<file path="src/rtl/code_decoder_2to4.sv">
// Sequential 2-to-4 line decoder: {x,y} code to one-hot {a,b,c,d}, through a
// 2-entry valid/ready buffer, with saturating per-line delivery counters.
module code_decoder_2to4 #(
    parameter int CNT_W = 8
) (
    input  logic             clk,
    input  logic             rst_n,
    input  logic             in_valid,
    output logic             in_ready,
    input  logic             x,
    input  logic             y,
    output logic             out_valid,
    input  logic             out_ready,
    output logic             a,
    output logic             b,
    output logic             c,
    output logic             d,
    input  logic             clr_cnt,
    input  logic [1:0]       cnt_sel,
    output logic [CNT_W-1:0] cnt_val
);

    typedef logic [CNT_W-1:0] cnt_t;
    localparam cnt_t CNT_MAX = '1;

    // Same code map as the upstream 4-to-2 encoder; bit 3 is line a.
    function automatic logic [3:0] decode_code(input logic [1:0] code);
        logic [3:0] word;
        case (code)
            2'b11:   word = 4'b1000;
            2'b10:   word = 4'b0100;
            2'b01:   word = 4'b0010;
            2'b00:   word = 4'b0001;
            default: word = 4'b0000;
        endcase
        return word;
    endfunction

    logic [1:0] occ_r;
    logic [3:0] head_r;
    logic [3:0] tail_r;
    cnt_t       cnt_r [4];

    logic [1:0] occ_nxt_s;
    logic [3:0] head_nxt_s;
    logic [3:0] tail_nxt_s;
    logic       push_s;
    logic       pop_s;
    logic [3:0] new_word_s;
    logic [3:0] line_hit_s;

    // in_ready looks only at registered occupancy, never at out_ready.
    assign in_ready  = (occ_r < 2'd2);
    assign out_valid = (occ_r != 2'd0);
    assign push_s    = in_valid && in_ready;
    assign pop_s     = out_valid && out_ready;
    assign new_word_s = decode_code({x, y});

    // The head register is kept at zero whenever the buffer is empty, so the
    // outputs come straight from flops with no empty-masking logic.
    assign a = head_r[3];
    assign b = head_r[2];
    assign c = head_r[1];
    assign d = head_r[0];

    // Buffer next-state: head/tail shift structure with occupancy 0..2.
    always_comb begin
        occ_nxt_s  = occ_r;
        head_nxt_s = head_r;
        tail_nxt_s = tail_r;
        case (occ_r)
            2'd0: begin
                if (push_s) begin
                    occ_nxt_s  = 2'd1;
                    head_nxt_s = new_word_s;
                end else begin
                    head_nxt_s = 4'b0000;
                    tail_nxt_s = 4'b0000;
                end
            end
            2'd1: begin
                if (push_s && pop_s) begin
                    head_nxt_s = new_word_s;
                end else if (push_s) begin
                    occ_nxt_s  = 2'd2;
                    tail_nxt_s = new_word_s;
                end else if (pop_s) begin
                    occ_nxt_s  = 2'd0;
                    head_nxt_s = 4'b0000;
                end else begin
                    head_nxt_s = head_r;
                end
            end
            2'd2: begin
                if (pop_s) begin
                    occ_nxt_s  = 2'd1;
                    head_nxt_s = tail_r;
                    tail_nxt_s = 4'b0000;
                end else begin
                    head_nxt_s = head_r;
                end
            end
            default: begin
                occ_nxt_s  = 2'd0;
                head_nxt_s = 4'b0000;
                tail_nxt_s = 4'b0000;
            end
        endcase
    end

    // Buffer state registers.
    always_ff @(posedge clk) begin
        if (!rst_n) begin
            occ_r  <= 2'd0;
            head_r <= 4'b0000;
            tail_r <= 4'b0000;
        end else begin
            occ_r  <= occ_nxt_s;
            head_r <= head_nxt_s;
            tail_r <= tail_nxt_s;
        end
    end

    // Counter index i follows cnt_sel numbering (0=a .. 3=d).
    assign line_hit_s = {head_r[0], head_r[1], head_r[2], head_r[3]} & {4{pop_s}};

    // Delivery counters: clear beats a coincident pop; saturate at all-ones.
    always_ff @(posedge clk) begin
        if (!rst_n) begin
            for (int i = 0; i < 4; i++) cnt_r[i] <= '0;
        end else if (clr_cnt) begin
            for (int i = 0; i < 4; i++) cnt_r[i] <= '0;
        end else begin
            for (int i = 0; i < 4; i++) begin
                if (line_hit_s[i] && (cnt_r[i] != CNT_MAX)) begin
                    cnt_r[i] <= cnt_r[i] + cnt_t'(1);
                end else begin
                    cnt_r[i] <= cnt_r[i];
                end
            end
        end
    end

    // Combinational counter read port.
    always_comb begin
        cnt_val = '0;
        case (cnt_sel)
            2'd0:    cnt_val = cnt_r[0];
            2'd1:    cnt_val = cnt_r[1];
            2'd2:    cnt_val = cnt_r[2];
            2'd3:    cnt_val = cnt_r[3];
            default: cnt_val = '0;
        endcase
    end

endmodule

</file>
<file path="config.mk">
export PLATFORM = sky130hd
export DESIGN_NAME = code_decoder_2to4
export DESIGN_NICKNAME = d
export VERILOG_FILES = /design/src/rtl/code_decoder_2to4.sv
export SDC_FILE = /design/constraint.sdc
export NUM_CORES = 1
export LEC_CHECK = 0
export ABC_AREA = 1
export CAP_MARGIN = 10
export CORE_UTILIZATION = 60
export CTS_BUF_LIST = sky130_fd_sc_hd__clkbuf_8 sky130_fd_sc_hd__clkbuf_16
export CTS_CLUSTER_SIZE = 8
export DETAILED_ROUTE_END_ITERATION = 6
export MAX_ROUTING_LAYER = met4
export PLACE_DENSITY = 0.83
export SYNTH_ARGS = -nofsm -noshare
export SYNTH_HDL_FRONTEND = slang
export SYNTH_SLANG_ARGS = --single-unit
</file>
<file path="constraint.sdc">
create_clock -name clk -period 3.75 [get_ports clk]
set_clock_uncertainty 0.15 [all_clocks]
set_input_delay 0.5625 -clock clk [delete_from_list [all_inputs] [get_ports clk]]
set_output_delay 0.5625 -clock clk [all_outputs]
set_load 0.01 [all_outputs]
</file>
Word-level counts from Yosys, hierarchy flattened
Memories as Yosys holds them, arrays and structs flattened.
Cells that the tools add are included.

storage, ports and cells
  register bits = 10
  RAM bits = 32
  bits of input ports = 9
  output and inout port bits = 14
  word-level logic and storage cells = 122
  memories kept = 1

memories
  name   depth  bits a word  read ports  clocked after Yosys merged registers in  write ports  RTL line  RTL
  cnt_r  4      8            4           0                                        4            42        cnt_t cnt_r [4];

cells by class
  $add $sub $neg = 4
  magnitude comparators = 1
  equal/unequal tests = 20
  mux-type cells = 66
  bitwise logic cells = 13
  reduce and logical (&&, ||, !) cells = 14

operators by type and width
  cell                   number
  $mux W8                12
  $mux W1                36
  $add A8 B1 Y8 const B  4
  $mux W4                8
  $ne A8 B8 Y1 const B   4
  $pmux W8 S4            1
  $pmux W4 S3            2
  $pmux W4 S4            1
  $or A1 B1 Y1           12
  $eq A2 B2 Y1 const B   5
  $mux W2                5
  $ne A2 B2 Y1 const B   5
  $ne A3 B3 Y1 const B   3
  $reduce_and A4 Y1      2
  $logic_and A1 B1 Y1    7
  $eq A2 B1 Y1 const B   3
  $logic_not A2 Y1       3
  $pmux W2 S3            1
  $and A4 B4 Y4          1
  $reduce_and A3 Y1      1
  $lt A2 B2 Y1 const B   1
  $reduce_bool A2 Y1     1

Longest topological paths before layout
Gate-level depths: netlist (run 1).

  depth in word-level cells = 10
  mapped depth = 8
  depth with buffers taken out = 8

Least setup slack after synthesis (run 1)
Ideal clock, no wire load.

  kind = input -> register
  from = input out_ready
  to = memory cnt_r[3][0] (netlist bit) (enable)
  library setup time = 384 ps
  arrival = 1564 ps
  required time = 3216 ps
  setup slack = 1652 ps
  stages = 4
  buffers on the path = 0
  cells stage by stage = inv_1 > nor2_4 > nand2_1 > o21ai_0

RTL lines
  what                RTL line  RTL
  start: declaration  13        input logic out_ready,
  end: declaration    42

Worst setup path after layout (run 1)
  from = input cnt_sel[0]
  to = output cnt_val[3]

between the ends
  word-level cells in the longest chain between the ends = 2
  elaborated cells on any way between the ends = 5
  those cells by class = eq/ne (3); mux (1); reduce/logical (1)

RTL lines
  what                                        RTL line  RTL
  start: declaration                          19        input logic [1:0] cnt_sel,
  $eq A2 B2 Y1, or another cell as far along  147       case (cnt_sel)
  $pmux W8 S4 (*)                             147
  end: declaration                            20        output logic [CNT_W-1:0] cnt_val

Every way passes the cells marked *; elsewhere a longest branch is shown, timed or not.

==> results of run 1 <==
-- path summary, 6_finish.rpt --
check	start	end	cells after the start
worst max-delay path	cnt_sel[0]	cnt_val[3]	6
worst min-delay path	tail_r[2]$_SDFFE_PN0P_	tail_r[2]$_SDFFE_PN0P_	2
worst min register to register	tail_r[2]$_SDFFE_PN0P_	tail_r[2]$_SDFFE_PN0P_	2
worst max register to register	cnt_r[3][0]$_SDFFCE_PN0P_	cnt_r[3][3]$_SDFFCE_PN0P_	5
-- routing by layer --
layer / share of wire, % / vias up / track usage, %
met5: 0 / - / -
met4: 1.8 / 0 / 8.15
met3: 5.1 / 11 / 5.21
met2: 49 / 60 / 42.5
met1: 44 / 939 / 33.5
li1: - / 1055 / -
-- stage by stage --
stage	hold WS, ns	util [%]	instances
3_3_place_gp	0.319	71.9	372
3_5_place_dp	0.330	71.9	372
2_1_floorplan	0.305	-	303
6_report	0.340	74.7	380
5_1_grt	0.375	74.7	380
4_1_cts	0.346	74.7	380
-- synth_stat cells, types with 2 or more instances --
cell type | number | area share, %
edfxtp_1 | 32 | 39
nor2_4 | 5 | 2.3
nand4_4 | 2 | 1.7
nand3_1 | 24 | 4.9
inv_2 | 2 | 0.31
nor3_1 | 4 | 0.82
xor2_1 | 7 | 2.5
o21ai_0 | 6 | 1.2
xnor2_1 | 6 | 2.2
nand4_1 | 7 | 1.8
ha_1 | 4 | 2.1
inv_1 | 30 | 4.6
nand2_1 | 86 | 13
nand2_2 | 2 | 0.51
a21oi_1 | 13 | 2.7
dfxtp_1 | 10 | 8.2
o2111ai_1 | 3 | 1.1
nor2_1 | 52 | 8.0
-- kinds of logic after synthesis --
logic type	after synthesis
AO/OA/AOI/OAI	25
flip-flops	42
adder cells (fa/ha/maj)	4
XOR/XNOR	13
AND/OR/NAND/NOR	185
buffers and inverters	34
-- cell type report --
class | count | area [sq um]
Clock buffer | 5 | 68.8
Clock inverter | 3 | 37.5
Fill cell | 287 | 953
Inverter | 32 | 120
Multi-Input combinational cell | 227 | 1140
Sequential cell | 42 | 1160
Tap cell | 48 | 60.1
Timing Repair Buffer | 23 | 228
-- power by group --
| part | internal [mW] | switching, mW |
|---|---|---|
| Combinational | 0.0565 | 0.0800 |
| Clock | 0.194 | 0.157 |
| Sequential | 0.528 | 0.0278 |
-- registers in the layout (all words and copies together) (netlist names) --
signal and count:
tail_r 4, occ_r 2, cnt_r 32, head_r 4
-- layout by cell type, fill, tap and decap left out, types with 5 or more instances in the layout --
master	synthesis	final
edfxtp_1	32	32
dfxtp_1	10	10
nand4_1	7	7
clkdlybuf4s50_1	0	22
nor2_4	5	5
a21oi_1	13	13
nor2_1	52	52
nand3_1	24	24
xnor2_1	6	6
nand2_1	86	86
inv_1	30	32
o21ai_0	6	6
xor2_1	7	7
clkbuf_8	0	5
-- tightest hold or removal path: stages (launching register included) --
cell     delay, ns
dfxtp_1       0.33
nor2_1        0.05
nor2_1        0.08
==> impl_metrics.yaml, run 1 <==
pwr:
  power_density_nw_per_um2: 370
  total_leakage_power_nw: 1.11
  vdd_drop_max_mv: 0.376
  total_power_mw: 1.04
run:
  max_cap_viol_count: 0
die:
  initial_core_util_pct: 64.6
  die_w_microns: 65.7
  core-area_sq_um: 3770
  fp.dieH_microns: 65.7
  die-area_sq_um: 4320
  rows: 22
  io_pins: 23
timing:
  fin_setup_tns_ns: 0
  fmax_ghz: 0.333
  slew_headroom_pct: 24.9
  finalMaxSlewViolations: 0
  finalCritPeriodShare_pct: 80.1
  setup_slack_ns: 0.748
  period_minus_slack_ns: 3.00
  setup_viol: 0
  hold_viol_final: 0
  rsz0062_at_grt: "no"
  tightest_slew_ns: 1.11
synth:
  syn_nets: 316
  synth-compound-area-share_pct: 5.96
  ys_ff_latch: 42
  synth_ff_type: "edfxtp_1"
  syn_avg_cell_area_sq_um: 8.04
  synth.area.mux_share_pct: 0
  synthAdderAreaFrac_pct: 2.05
  synthSimpleGateAreaFrac_pct: 34.2
  syn-instance-count: 303
  synth-edff-count: 32
  yosysWarnings: 0
  synthXorXnorAreaFrac_pct: 4.67
  async_flop_share_pct: 0
  synth_top_family_by_area: "simple AND/OR/NAND/NOR gates"
  syn-cell-area_sq_um: 2440
  ys_seq_area_share_pct: 47.7
  synth_cell_type_count: 26
placed_design:
  pre_cts_slack_ns: 0.736
  place_area_sq_um: 2710
  portBuffers: 22
  gp_congestion: 0.910
  dp_hpwl_mm: 3.86
clock_network:
  clock-sinks: 42
  clockBufferDepth: 2
  hold_buffers: 0
  postCtsSetupRepairBufs: 0
  cts_tree: "yes"
  cts_made_buffers: 5
  cts_htree_levels: 2
  cts_root_buffer: "clkbuf_8"
  insertion_delay_ns: 0.30
  cts_resized: 0
  clkTransAtPathRegs_ns: 0.07
setup_path:
  r2r_slack_ns: 1.31
  max_stage_delay_ns: 0.58
  cp.buffers_inverters: 3
  crit_fanout: 8
  cp-end-kind: "output pin"
  path_delay_family: "buffers and inverters"
  crit_path_start_kind: "primary input"
  required_ns: 3.04
  slowest_stage: "clkdlybuf4s50_1"
  crit_top_cell: "clkdlybuf4s50_1"
  critical_path.cell_chain: "clkdlybuf4s50_1 -> inv_1 -> nor2_1 -> nand2_1 -> o2111ai_1 -> clkdlybuf4s50_1"
  critPathArrivalTime_ns: 2.29
  worstSetupPathType: "in -> out"
routing:
  routed_wl_mm: 5.08
  via_count: 2065
  viasPerCell: 5.43
  drt_pre_antenna_iters: 4
  drc: 0
  avgRoutedWirePerCell_microns: 13.4
  postRouteAntennaNets: 0
  drt_iter0_markers: 203
global_routing:
  grt.total_usage_pct: 26.4
  grt-ovfl-total: 0
  grt_pass1_vias: 1874
  grt_antenna_before_repair: 0
  grt_pass1_wl_mm: 8.27
  grt_max_degree: 15
finish:
  stdcell_area_sq_um: 2820
  layout.nets: 344
  drive_above_1_share_pct: 6.02
  antenna_cells: 0
  syn_to_final_growth_pct: 15.7
run_status:
  status: "complete, no violations"
worst_hold_path:
  hold_path.class: "reg -> reg"
No activity file was read; power rests on OpenSTA's default activity.
==> run 2: changes to the inputs <==
CORE_UTILIZATION = 51   (was 60)
PLACE_DENSITY = 0.75   (was 0.83)
clock period = 2.6 ns   (was 3.75 ns; I/O delays follow)
==> run 2 against run 1 <==
Non-clock buffer count grew 4. Setup slack got worse by 0.61 ns. Design area up 1.2%. The flow now finishes with violations (DRC). Clock-buffer cell count unchanged. Combinational power grew 46%. Largest power group unchanged. Register-to-register slack got worse by 0.58 ns. Global-route usage decreased by 4.4 points. Sequential share of layout area fell by 0.51 points. Critical endpoint is now cnt_val[1]. Largest cell class unchanged.
==> impl_metrics.yaml, run 2 (synthesis gave the netlist of run 1 again) <==
run_status:
  status: "finished with violations"
  violations: "DRC"
routing:
  viasPerCell: 5.19
  drt_iter0_markers: 137
  via_count: 2015
  drt_pre_antenna_iters: 7
  drc: 2
  avgRoutedWirePerCell_microns: 12.7
  routed_wl_mm: 4.92
  postRouteAntennaNets: 0
global_routing:
  grt_pass1_wl_mm: 8.33
  grt_max_degree: 13
  grt-ovfl-total: 0
  grt.total_usage_pct: 22.0
  grt_antenna_before_repair: 0
  grt_pass1_vias: 1840
pwr:
  power_density_nw_per_um2: 525
  total_power_mw: 1.50
  vdd_drop_max_mv: 0.300
  total_leakage_power_nw: 1.13
finish:
  antenna_cells: 0
  layout.nets: 348
  reg_top3: "cnt_r x32, head_r x4, tail_r x4"
  largest_register_ffs: 32
  drive_above_1_share_pct: 7.14
  syn_to_final_growth_pct: 17.1
  fin_cells: 388
  n_fill_cell: 381
  regMostFlops: "cnt_r"
  layout_common_cells: "86 x nand2_1, 52 x nor2_1, 32 x inv_1, 32 x edfxtp_1, 24 x nand3_1"
  layout_commonest_cell: "nand2_1"
setup_path:
  worstSetupPathType: "in -> out"
  required_ns: 2.06
  crit_fanout: 5
  critPathArrivalTime_ns: 1.92
  cp-end-kind: "output pin"
  r2r_slack_ns: 0.73
  crit_path_start_kind: "primary input"
die:
  die_w_microns: 71.1
  io_pins: 23
  die-area_sq_um: 5060
  rows: 24
  core-area_sq_um: 4470
  fp.dieH_microns: 71.1
  initial_core_util_pct: 54.4
timing:
  fmax_ghz: 0.406
  fin_setup_tns_ns: 0
  rsz0062_at_grt: "no"
  tightest_slew_ns: 0.381
  finalCritPeriodShare_pct: 94.7
  period_minus_slack_ns: 2.46
  setup_viol: 0
  hold_viol_final: 0
  finalMaxSlewViolations: 0
  slew_headroom_pct: 74.4
run:
  max_cap_viol_count: 0
clock_network:
  clkTransAtPathRegs_ns: 0.07
  hold_buffers: 0
  clockBufferDepth: 2
  cts_htree_levels: 2
  clock-sinks: 42
  cts_made_buffers: 5
  cts_resized: 0
  cts_root_buffer: "clkbuf_8"
  cts_tree: "yes"
  postCtsSetupRepairBufs: 0
  insertion_delay_ns: 0.29
placed_design:
  gp_congestion: 0.918
  portBuffers: 22
  placed_cells: 380
  dp_hpwl_mm: 3.79
worst_hold_path:
  hold_path.class: "reg -> reg"
==> run 2: changes by cell type in the layout (fill, tap and decap cells not counted) <==
cell | previous run | this run
buf_4 | 1 | 5
==> run 2: final cells by class <==
class,count,area (sq um),share of cell area [%]
Clock buffer,5,68.8,2.41
Timing Repair Buffer,27,258,9.04
Multi-Input combinational cell,227,1140,40.0
Sequential cell,42,1160,40.7
Clock inverter,3,37.5,1.32
Tap cell,52,65.1,2.28
Inverter,32,120,4.21
==> run 2: power by group <==
part           total (mW)  switching [mW]  internal (mW)  leakage, nW
sequential          0.802          0.0402          0.762        0.438
combinational       0.199           0.114         0.0852        0.634
clock               0.496           0.217          0.280       0.0607
==> run 2: per-stage QoR <==
stage,util [%],worst slack [ns],hold WS [ns],instance area [sq um]
floorplan,-,0.509,0.305,2440
global placement,61.4,0.140,0.321,2750
detailed placement,61.4,0.151,0.331,2750
CTS,63.8,0.145,0.344,2850
global route,63.8,0.00819,0.367,2850
finish,63.8,0.138,0.340,2850
==> run 2: final timing paths <==
path	startpoint	to	cells past startpoint
setup / recovery	cnt_sel[1]	cnt_val[1]	6
hold / removal	tail_r[2]$_SDFFE_PN0P_	tail_r[2]$_SDFFE_PN0P_	2
setup reg to reg	cnt_r[1][0]$_SDFFCE_PN0P_	cnt_r[1][1]$_SDFFCE_PN0P_	6
hold reg to reg	tail_r[2]$_SDFFE_PN0P_	tail_r[2]$_SDFFE_PN0P_	2
==> run 2: layer usage <==
metal  up-vias  GRT usage (%)  part of all wire [%]
met5         -              -                     0
met4         0           9.78                   2.5
met3        12           4.42                   5.1
met2        54           33.5                    44
met1       884           28.4                    49
li1       1065              -                     -
==> run 2: critical path: stages <==
cell,delay [ns]
clkdlybuf4s50_1,0.52
nand2_1,0.13
inv_1,0.16
nand2_1,0.07
nand4_1,0.09
clkdlybuf4s50_1,0.57
==> run 3: changes to the inputs <==
CORE_ASPECT_RATIO = 0.7   (was default)
CORE_UTILIZATION = 57   (was 51)
DONT_BUFFER_PORTS = 1   (was default)
==> run 3 against run 2 <==
Maximum frequency grew 32%. First-iteration DRC count grew 19%. Critical path type is now reg -> reg. Utilization grew 1.1 points. Sequential share of layout area grew 3.8 points. Die area shrank 10%. The run now ends clean. Clock-buffer cell count is the same. Sequential cell count is the same. Design area shrank 8.6%. Via count shrank 2.7%. Combinational power shrank 24%. Sequential power is essentially flat.
==> impl_metrics.yaml, run 3 (synthesis gave the netlist of run 1 again) <==
run_status:
  status: "complete, no violations"
die:
  fp.dieH_microns: 56.7
  die_w_microns: 80.1
  core-area_sq_um: 4020
  initial_core_util_pct: 60.6
  die-area_sq_um: 4540
  io_pins: 23
  rows: 19
timing:
  fin_setup_tns_ns: 0
  tightest_slew_ns: 0.445
  setup_viol: 0
  fmax_ghz: 0.534
  finalMaxSlewViolations: 0
  rsz0062_at_grt: "no"
  slew_headroom_pct: 70.2
  hold_viol_final: 0
  period_minus_slack_ns: 1.87
  finalCritPeriodShare_pct: 72.0
clock_network:
  hold_buffers: 0
  cts_tree: "yes"
  cts_htree_levels: 2
  cts_made_buffers: 5
  clock-sinks: 42
  cts_resized: 0
  clockBufferDepth: 2
  cts_root_buffer: "clkbuf_8"
  insertion_delay_ns: 0.30
  clkTransAtPathRegs_ns: 0.08
  postCtsSetupRepairBufs: 0
global_routing:
  grt_max_degree: 16
  grt_pass1_wl_mm: 8.38
  grt_pass1_vias: 1771
  grt.total_usage_pct: 25.5
  grt_antenna_before_repair: 0
  grt-ovfl-total: 0
placed_design:
  dp_hpwl_mm: 3.85
  gp_congestion: 0.920
  place_area_sq_um: 2500
  portBuffers: 0
setup_path:
  critPathArrivalTime_ns: 1.69
  crit_fanout: 8
  worstSetupPathType: "reg -> reg"
  required_ns: 2.42
  crit_path_start_kind: "register"
  cp-end-kind: "register"
pwr:
  vdd_drop_max_mv: 0.345
  total_leakage_power_nw: 1.02
  power_density_nw_per_um2: 566
finish:
  largest_register_ffs: 32
  layout_common_cells: "86 x nand2_1, 52 x nor2_1, 32 x edfxtp_1"
  layout.nets: 322
  reg_top3: "cnt_r x32, head_r x4, tail_r x4"
  stdcell_area_sq_um: 2610
  layout_commonest_cell: "nand2_1"
  drive_above_1_share_pct: 6.77
  regMostFlops: "cnt_r"
  antenna_cells: 0
  syn_to_final_growth_pct: 6.99
  n_fill_cell: 356
routing:
  drc: 0
  drt_pre_antenna_iters: 4
  via_count: 1961
  avgRoutedWirePerCell_microns: 13.9
  viasPerCell: 5.42
  postRouteAntennaNets: 0
  drt_iter0_markers: 163
  routed_wl_mm: 5.02
worst_hold_path:
  hold_path.class: "in -> reg"
run:
  max_cap_viol_count: 0
==> run 3: cell count changes in the layout (fill, tap and decap cells not counted) <==
cell / change
buf_4: -4
clkinvlp_4: +1
inv_1: -1
clkdlybuf4s50_1: -22
==> run 3: final timing paths <==
| kind | startpoint | end | slack [ns] | cells past startpoint |
|---|---|---|---|---|
| min reg2reg | tail_r[2]$_SDFFE_PN0P_ | tail_r[2]$_SDFFE_PN0P_ | 0.34 | 2 |
| min | rst_n | tail_r[3]$_SDFFE_PN0P_ | 0.05 | 2 |
| max | cnt_r[1][0]$_SDFFCE_PN0P_ | cnt_r[1][5]$_SDFFCE_PN0P_ | 0.73 | 6 |
| max reg2reg | cnt_r[1][0]$_SDFFCE_PN0P_ | cnt_r[1][5]$_SDFFCE_PN0P_ | 0.73 | 6 |
==> run 3: final cells by class <==
cell class	count	area [sq um]	share of cell area, %
clock buffer	5	68.8	2.64
tap	52	65.1	2.50
multi-input combinational	227	1140	43.8
clock inverter	3	41.3	1.58
sequential	42	1160	44.6
timing repair buffer	1	7.51	0.288
inverter	32	120	4.61
==> run 3: per-stage QoR <==
stage / instances / setup WS (ns) / util, % / hold WS [ns] / total power, mW
finish: 362 / 0.728 / 64.9 / 0.0532 / 1.47
global route: 362 / 0.605 / 64.9 / 0.0512 / 1.53
CTS: 362 / 0.734 / 64.9 / 0.0485 / 1.47
detailed placement: 354 / 0.739 / 62.1 / 0.330 / 0.969
global placement: 354 / 0.815 / 62.1 / 0.321 / 0.965
floorplan: 303 / 0.509 / - / 0.305 / 0.930
==> run 3: routing by layer <==
layer / wire length, microns / track usage (%) / vias up
met5: 0 / - / -
met4: 121 / 10.7 / 0
met3: 364 / 6.83 / 14
met2: 1940 / 32.5 / 55
met1: 2590 / 37.8 / 875
li1: - / - / 1017
==> run 3: power by group <==
group	total (mW)	internal [mW]	switching, mW
registers	0.805	0.762	0.0434
logic	0.151	0.0476	0.103
clock network	0.519	0.283	0.236
==> run 3: worst max-delay path: stages (launching register included) <==
cell and delay [ns]:
edfxtp_1 0.44, ha_1 0.25, nand3_1 0.10, nor2_1 0.06, nand3_1 0.14, nand3_1 0.10
nand2_1 0.30
